### config.mk
export PLATFORM = sky130hd
export DESIGN_NAME = prod_accum_stage
export DESIGN_NICKNAME = d
export VERILOG_FILES = /design/src/rtl/prod_accum_stage.sv
export SDC_FILE = /design/constraint.sdc
export NUM_CORES = 1
export LEC_CHECK = 0
export CORE_AREA = 2 2 95 61
export CTS_CLUSTER_DIAMETER = 30
export DETAILED_ROUTE_END_ITERATION = 10
export DIE_AREA = 0 0 97 63
export GPL_TIMING_DRIVEN = 0
export PLACE_DENSITY = 0.56
export SYNTH_ARGS = -nofsm -noshare
export SYNTH_HDL_FRONTEND = slang
export SYNTH_SLANG_ARGS = --single-unit
### constraint.sdc
create_clock -name clk -period 2.4 [get_ports clk]
set_clock_uncertainty 0.05 [all_clocks]
set_input_delay 0.36 -clock clk [delete_from_list [all_inputs] [get_ports clk]]
set_output_delay 0.36 -clock clk [all_outputs]
set_load 0.1 [all_outputs]
### src/rtl/prod_accum_stage.sv
// -----------------------------------------------------------------------------
// prod_accum_stage
//
// Sequential stage behind the 4x4 multiplier array. It takes 8-bit unsigned
// products through a valid/ready handshake, sums groups of up to N_TERMS of
// them into an ACC_W-bit accumulator, and presents each finished group on an
// output handshake. Together with the array this forms a dot-product / MAC
// datapath.
//
// Handshake semantics (both sides): a transfer happens on a rising clk edge
// where valid and ready are both 1. A producer that raises valid keeps it and
// its payload stable until the transfer. in_ready depends only on the FSM
// state and in_clear, never on in_valid. out_valid, once raised, holds until
// out_ready takes the result.
//
// Parameters
//   ACC_W    accumulator / out_sum width, 8..32
//   N_TERMS  products per group before the group closes by itself, 1..15
//
// Ports
//   clk        clock, all state updates on the rising edge
//   rst        asynchronous, active-high reset
//   in_valid   in_prod holds a product this cycle
//   in_ready   stage accepts in_prod this cycle
//   in_prod    unsigned 8-bit product
//   in_last    with an accepted product: close the group after this term
//   in_clear   discard the partial group (ACCUM only)
//   out_valid  out_sum/out_cnt/out_ovf hold a completed group
//   out_ready  downstream takes the result this cycle
//   out_sum    group sum modulo 2^ACC_W
//   out_cnt    number of terms in the group
//   out_ovf    some addition in the group carried out of ACC_W
//
// The FSM state is held in the signal "state" (ACCUM / HOLD) so that checkers
// can bind to it directly.
// -----------------------------------------------------------------------------
module prod_accum_stage #(
  parameter int ACC_W   = 12,
  parameter int N_TERMS = 4
) (
  input  logic             clk,
  input  logic             rst,
  input  logic             in_valid,
  output logic             in_ready,
  input  logic [7:0]       in_prod,
  input  logic             in_last,
  input  logic             in_clear,
  output logic             out_valid,
  input  logic             out_ready,
  output logic [ACC_W-1:0] out_sum,
  output logic [3:0]       out_cnt,
  output logic             out_ovf
);

  localparam logic [0:0] ACCUM = 1'b0;
  localparam logic [0:0] HOLD  = 1'b1;

  logic [0:0]       state;
  logic [ACC_W-1:0] acc;
  logic [3:0]       cnt;
  logic             ovf;

  logic [ACC_W:0]   sum_ext;   // MSB is the carry out of the accumulator
  logic [3:0]       cnt_nxt;
  logic             accept;
  logic             close;

  // Ready is a pure function of state and clear, so a clear always blocks
  // the product that happens to be on the bus in the same cycle.
  assign in_ready  = (state == ACCUM) & ~in_clear;
  assign out_valid = (state == HOLD);
  assign accept    = in_valid & in_ready;

  assign sum_ext = {1'b0, acc} + {{(ACC_W - 7){1'b0}}, in_prod};
  assign cnt_nxt = cnt + 4'd1;
  assign close   = in_last | (cnt_nxt == 4'(N_TERMS));

  always_ff @(posedge clk or posedge rst) begin
    if (rst) begin
      state   <= ACCUM;
      acc     <= '0;
      cnt     <= '0;
      ovf     <= 1'b0;
      out_sum <= '0;
      out_cnt <= '0;
      out_ovf <= 1'b0;
    end else begin
      case (state)
        ACCUM: begin
          if (in_clear) begin
            acc <= '0;
            cnt <= '0;
            ovf <= 1'b0;
          end else if (accept) begin
            if (close) begin
              // Publish the group and start the next one from zero.
              out_sum <= sum_ext[ACC_W-1:0];
              out_cnt <= cnt_nxt;
              out_ovf <= ovf | sum_ext[ACC_W];
              acc     <= '0;
              cnt     <= '0;
              ovf     <= 1'b0;
              state   <= HOLD;
            end else begin
              acc <= sum_ext[ACC_W-1:0];
              cnt <= cnt_nxt;
              ovf <= ovf | sum_ext[ACC_W];
            end
          end
        end
        HOLD: begin
          // Output registers are left untouched here; the drain cycle is the
          // one bubble each group costs on the input side.
          if (out_ready) begin
            state <= ACCUM;
          end
        end
        default: begin
          state <= ACCUM;
        end
      endcase
    end
  end

endmodule

# Yosys cells after proc, flatten, opt, wreduce, memory -nomap -nowiden
# Cells that the tools add are included.
dict set report word_totals {
  reg_bits 35
  latch_bits 0
  mem_bits_rw 0
  romBits 0
  inputBits 14
  out_inout_bits 19
  word_cells 33
  mem_count 0
}
dict set report op_classes {
  addsub 2
  multipliers 0
  div 0
  order_cmp 0
  eq_ne 1
  n_shift 0
  muxes 14
  n_bitwise 6
  n_reduce_logical 3
}
# op n
set op_table {}
lappend op_table {{$mux 12} 3}
lappend op_table {{$add 12x8->13} 1}
lappend op_table {{$mux 4} 3}
lappend op_table {{$mux 1} 7}
lappend op_table {{$add 4x1->4 const B} 1}
lappend op_table {{$eq 4x3->1 const B} 1}
lappend op_table {{$reduce_and 4->1} 1}
lappend op_table {{$and 1x1->1} 2}
lappend op_table {{$not 1->1} 2}
lappend op_table {{$or 1x1->1} 2}
lappend op_table {{$pmux 1 s2} 1}
lappend op_table {{$reduce_and 2->1} 1}
lappend op_table {{$reduce_bool 2->1} 1}

# Longest topological paths before layout
dict set report logic_depth {
  word_depth 7
  depth_mapped 8
  mapped_depth_nobuf 8
}

# Worst setup path before layout
# No wires, ideal clock.
dict set report synth_timing {
  kind {reg-to-reg}
  start {register state, in the netlist out_valid}
  end {register acc[11]}
  setup_ns 0.069
  arrival_ns 2.455
  slack_ns -0.175
  stages_incl_launch_ff 6
  path_buffers 0
  period_less_slack_ns 2.575
  cell_sequence {dfrtp_1 > nor2_4 > nand3b_2 > or2_1 > or4_1 > nand3_1}
}
dict set report synth_between {
  elab_chain_cells 5
}
# element line
set synth_lines {}
lappend synth_lines {{from (decl)} 58} ;# logic [0:0] state;
lappend synth_lines {{from (signal assigned)} 80} ;# state <= ACCUM;
lappend synth_lines {{from (signal assigned)} 103} ;# state <= HOLD;
lappend synth_lines {{from (signal assigned)} 115} ;# state <= ACCUM;
lappend synth_lines {{$not 1->1 (no source line)} --}
lappend synth_lines {{$and 1x1->1} 70} ;# assign in_ready = (state == ACCUM) & ~in_clear;
lappend synth_lines {{net in_ready} 44} ;# output logic in_ready,
lappend synth_lines {{$and 1x1->1} 72} ;# assign accept = in_valid & in_ready;
lappend synth_lines {{$reduce_bool 2->1 (no source line)} --}
lappend synth_lines {{$reduce_and 2->1 (no source line)} --}
lappend synth_lines {{to (signal assigned)} 105} ;# acc <= sum_ext[ACC_W-1:0];
lappend synth_lines {{to (decl)} 59} ;# logic [ACC_W-1:0] acc;
# The timed path passes the listed nets, and every way through them passes these cells.
# A chain may end at the register's enable or synchronous reset.

# Worst setup path after layout
dict set report layout_timing {
  start {input in_prod[0]}
  end {register out_ovf}
}
dict set report layout_between {
  elab_chain_cells 2
}
# element line
set layout_lines {}
lappend layout_lines {{from (decl)} 45} ;# input logic [7:0] in_prod,
lappend layout_lines {{$add 12x8->13} 74} ;# assign sum_ext = {1'b0, acc} + {{(ACC_W - 7){1'b0}}, in_prod};
lappend layout_lines {{$or 1x1->1} 99} ;# out_ovf <= ovf | sum_ext[ACC_W];
lappend layout_lines {{to (signal assigned)} 99}
lappend layout_lines {{to (decl)} 52} ;# output logic out_ovf
# No other way between the ends.

==> impl_metrics.toml <==
[global_route]
first_global_vias = 1450
track_usage_pct = 14.6
grt_antenna_before_repair = 0
grt-ovfl-total = 0
grt_max_degree = 36
grt_first_pass_wirelength_mm = 7.05

[synthesis]
ys_ff_latch = 35
ys.flop_type = "dfrtp_1"
syn-num-nets = 211
synth-edff-count = 0
synth-warning-count = 0
synth_top_area_cell = "dfrtp_1"
seq_area_frac_synth_pct = 48.1
syn_area_um2 = 1820
synth_cells = 187
synth_top_cells_by_area = "dfrtp_1 (48%), o21ai_0 (7.4%), ha_1 (6.2%)"
netlist-cell-type-count = 39
async_reset_ff_share_pct = 100
yosysTopAreaCellShare_pct = 48.1
syn_avg_cell_area_um2 = 9.74

[sta]
final_max_slew_viol_count = 0
rsz0062_at_grt = "false"
clock.fmax_ghz = 0.437
worst_pin_slew_ns = 0.978
slew_headroom_pct = 34.6
tns_ns = 0
holdWs_ns = 0.425
setup_ws_ns = 0.112
setup_viol = 0
hold_violations = 0
period_needed_ns = 2.29
post-route-period-util_pct = 95.3

[setup_path]
crit_end = "out_ovf"
worstPathArrival_ns = 2.45
cp_top_family = "buffers and inverters"
rr_worst_depth = 6
rrSetupSlack_ns = 0.23
cpPeakStageDelay_ns = 0.49
end_kind = "register"
cp_cell_sequence = "clkdlybuf4s50_1 -> ha_2 -> inv_1 -> fa_2 -> nand2b_4 -> a21oi_4 -> o21ai_2 -> or3b_1 -> a2bb2oi_1"
cp_data_required_time_ns = 2.56
worstPathMaxFanout = 4
crit_type = "in2reg"
reg2reg_from = "cnt[0]"
cp-start-kind = "input port"
crit_path_start = "in_prod[0]"
rr_endpoint = "out_cnt[2]"
path_buf_inv = 2
cp.depth = 9
cpMaxStageDelayCell = "clkdlybuf4s50_1"

[floorplanning]
coreArea_um2 = 5280
dieArea_um2 = 6110
ios = 33
die_h_um = 63
start_util_pct = 34.5
die_x_um = 97
std_cell_rows = 21

[run]
max-cap-violations = 0

[routing]
drc = 0
first_pass_iters = 4
dr_total_vias = 1448
post_drt_wl_per_cell_um = 14.1
dr.first_iter.drc_count = 52
antenna_left = 0
viasPerCell = 4.89
wl_mm = 4.18

[clock_tree]
holdBufCountCts = 0
clock_sinks = 35
clkLatencyLatePin_ns = 0.28
cts_max_level = 2
clock_path_buffers = 2
tritoncts = "yes"
cts_root_buf = "clkbuf_8"
cts.clk_slew.worst_paths_ns = 0.07
cts-buffers-inserted = 5

[layout]
seqCellArea_um2 = 877
final_common_cell = "dfrtp_1"
finalNetCount = 250
fin_util_pct = 44.6
multi_input_area_um2 = 917
nFillCells = 527
most-common-layout-cells = "dfrtp_1 (34), clkdlybuf4s50_1 (31), nand2_1 (30), o21ai_0 (27), a21oi_1 (9)"
area_growth_pct = 29.3
diodes = 0
layout-drive-gt1-share_pct = 10.6
fin_cells = 296
design_area_um2 = 2360

[placement]
pre_cts_slack_ns = -0.427
place_area_um2 = 2230
dp.cells = 288
routabilityCongestion = 0.769
dp_hpwl_mm = 2.99
portBuffers = 32

[power_and_ir_drop]
total_leakage_power_nw = 1.03
power_mw = 2.03
vdd_drop_max_uv = 404
p_per_area_nw_per_um2 = 862

[hold_path]
min-delay-path-class = "reg2reg"

[run_status]
status = "finished clean"
[power breakdown]
part           leakage [nW]  total (mW)  internal (mW)  switching, mW
registers             0.461       0.707          0.664         0.0425
logic                 0.516       0.851          0.209          0.642
clock network        0.0515       0.473          0.262          0.210
[metal layers]
layer  GRT usage, %  wire length, um
met3           4.25              138
met2           20.7             1720
met5              0                0
met1           21.8             2300
met4           3.70               17
[state kept, by name (all words and copies together) (netlist names)]
register / count
ovf: 1
out_sum: 12
cnt: 4
out_valid: 1
out_cnt: 4
out_ovf: 1
acc: 12
[tightest hold or removal path, stage by stage, from the launching register on]
cell and delay (ns):
dfrtp_1 0.34, nand2_1 0.04, o21ai_0 0.05
[cells in the mapped netlist (all sizes together), types with 4 or more instances]
cell	number
nand2b	4
inv	9
xor2	5
ha	9
a21oi	10
dfrtp	35
o211ai	5
xnor2	5
nor2	6
o21ai	31
nand2	30
nand3	4
[worst min-delay path by stage]
stage	cells past startpoint	end	start
finish	2	out_cnt[0]	out_cnt[0]
global route	2	out_sum[1]	out_sum[1]
CTS	2	out_cnt[1]	out_cnt[1]
detailed placement	2	out_cnt[1]	out_cnt[1]
global placement	2	out_cnt[1]	out_cnt[1]
floorplan	1	out_valid	out_ready
[final cells by class]
class | count | area share [%]
multi-input cells | 138 | 38.9
flip-flops and latches | 35 | 37.2
repair buffers | 32 | 13.5
clock buffers | 8 | 4.25
well taps | 69 | 3.66
inverters | 9 | 1.43
plain buffers | 5 | 0.956
[cell families after synthesis]
family                     count (synthesis)  synth area share [%]
AOI/OAI and AO/OA                         59                  20.4
xor gates and xnor gates                  10                  4.81
adders and majority gates                 10                  7.28
buffers and inverters                     14                  3.09
DFF                                       35                  48.1
muxes                                      1                 0.618
and+or+nand+nor                           58                  15.7
[what timing repair did]
action / 4_1_cts / 5_1_grt
cloned: 0 / 0
gates resized for setup: 5 / 2
setup endpoints to repair: 5 / 3
pin swaps: 1 / 0
setup buffers: 0 / 0
Power figures use the tool's default switching activity.
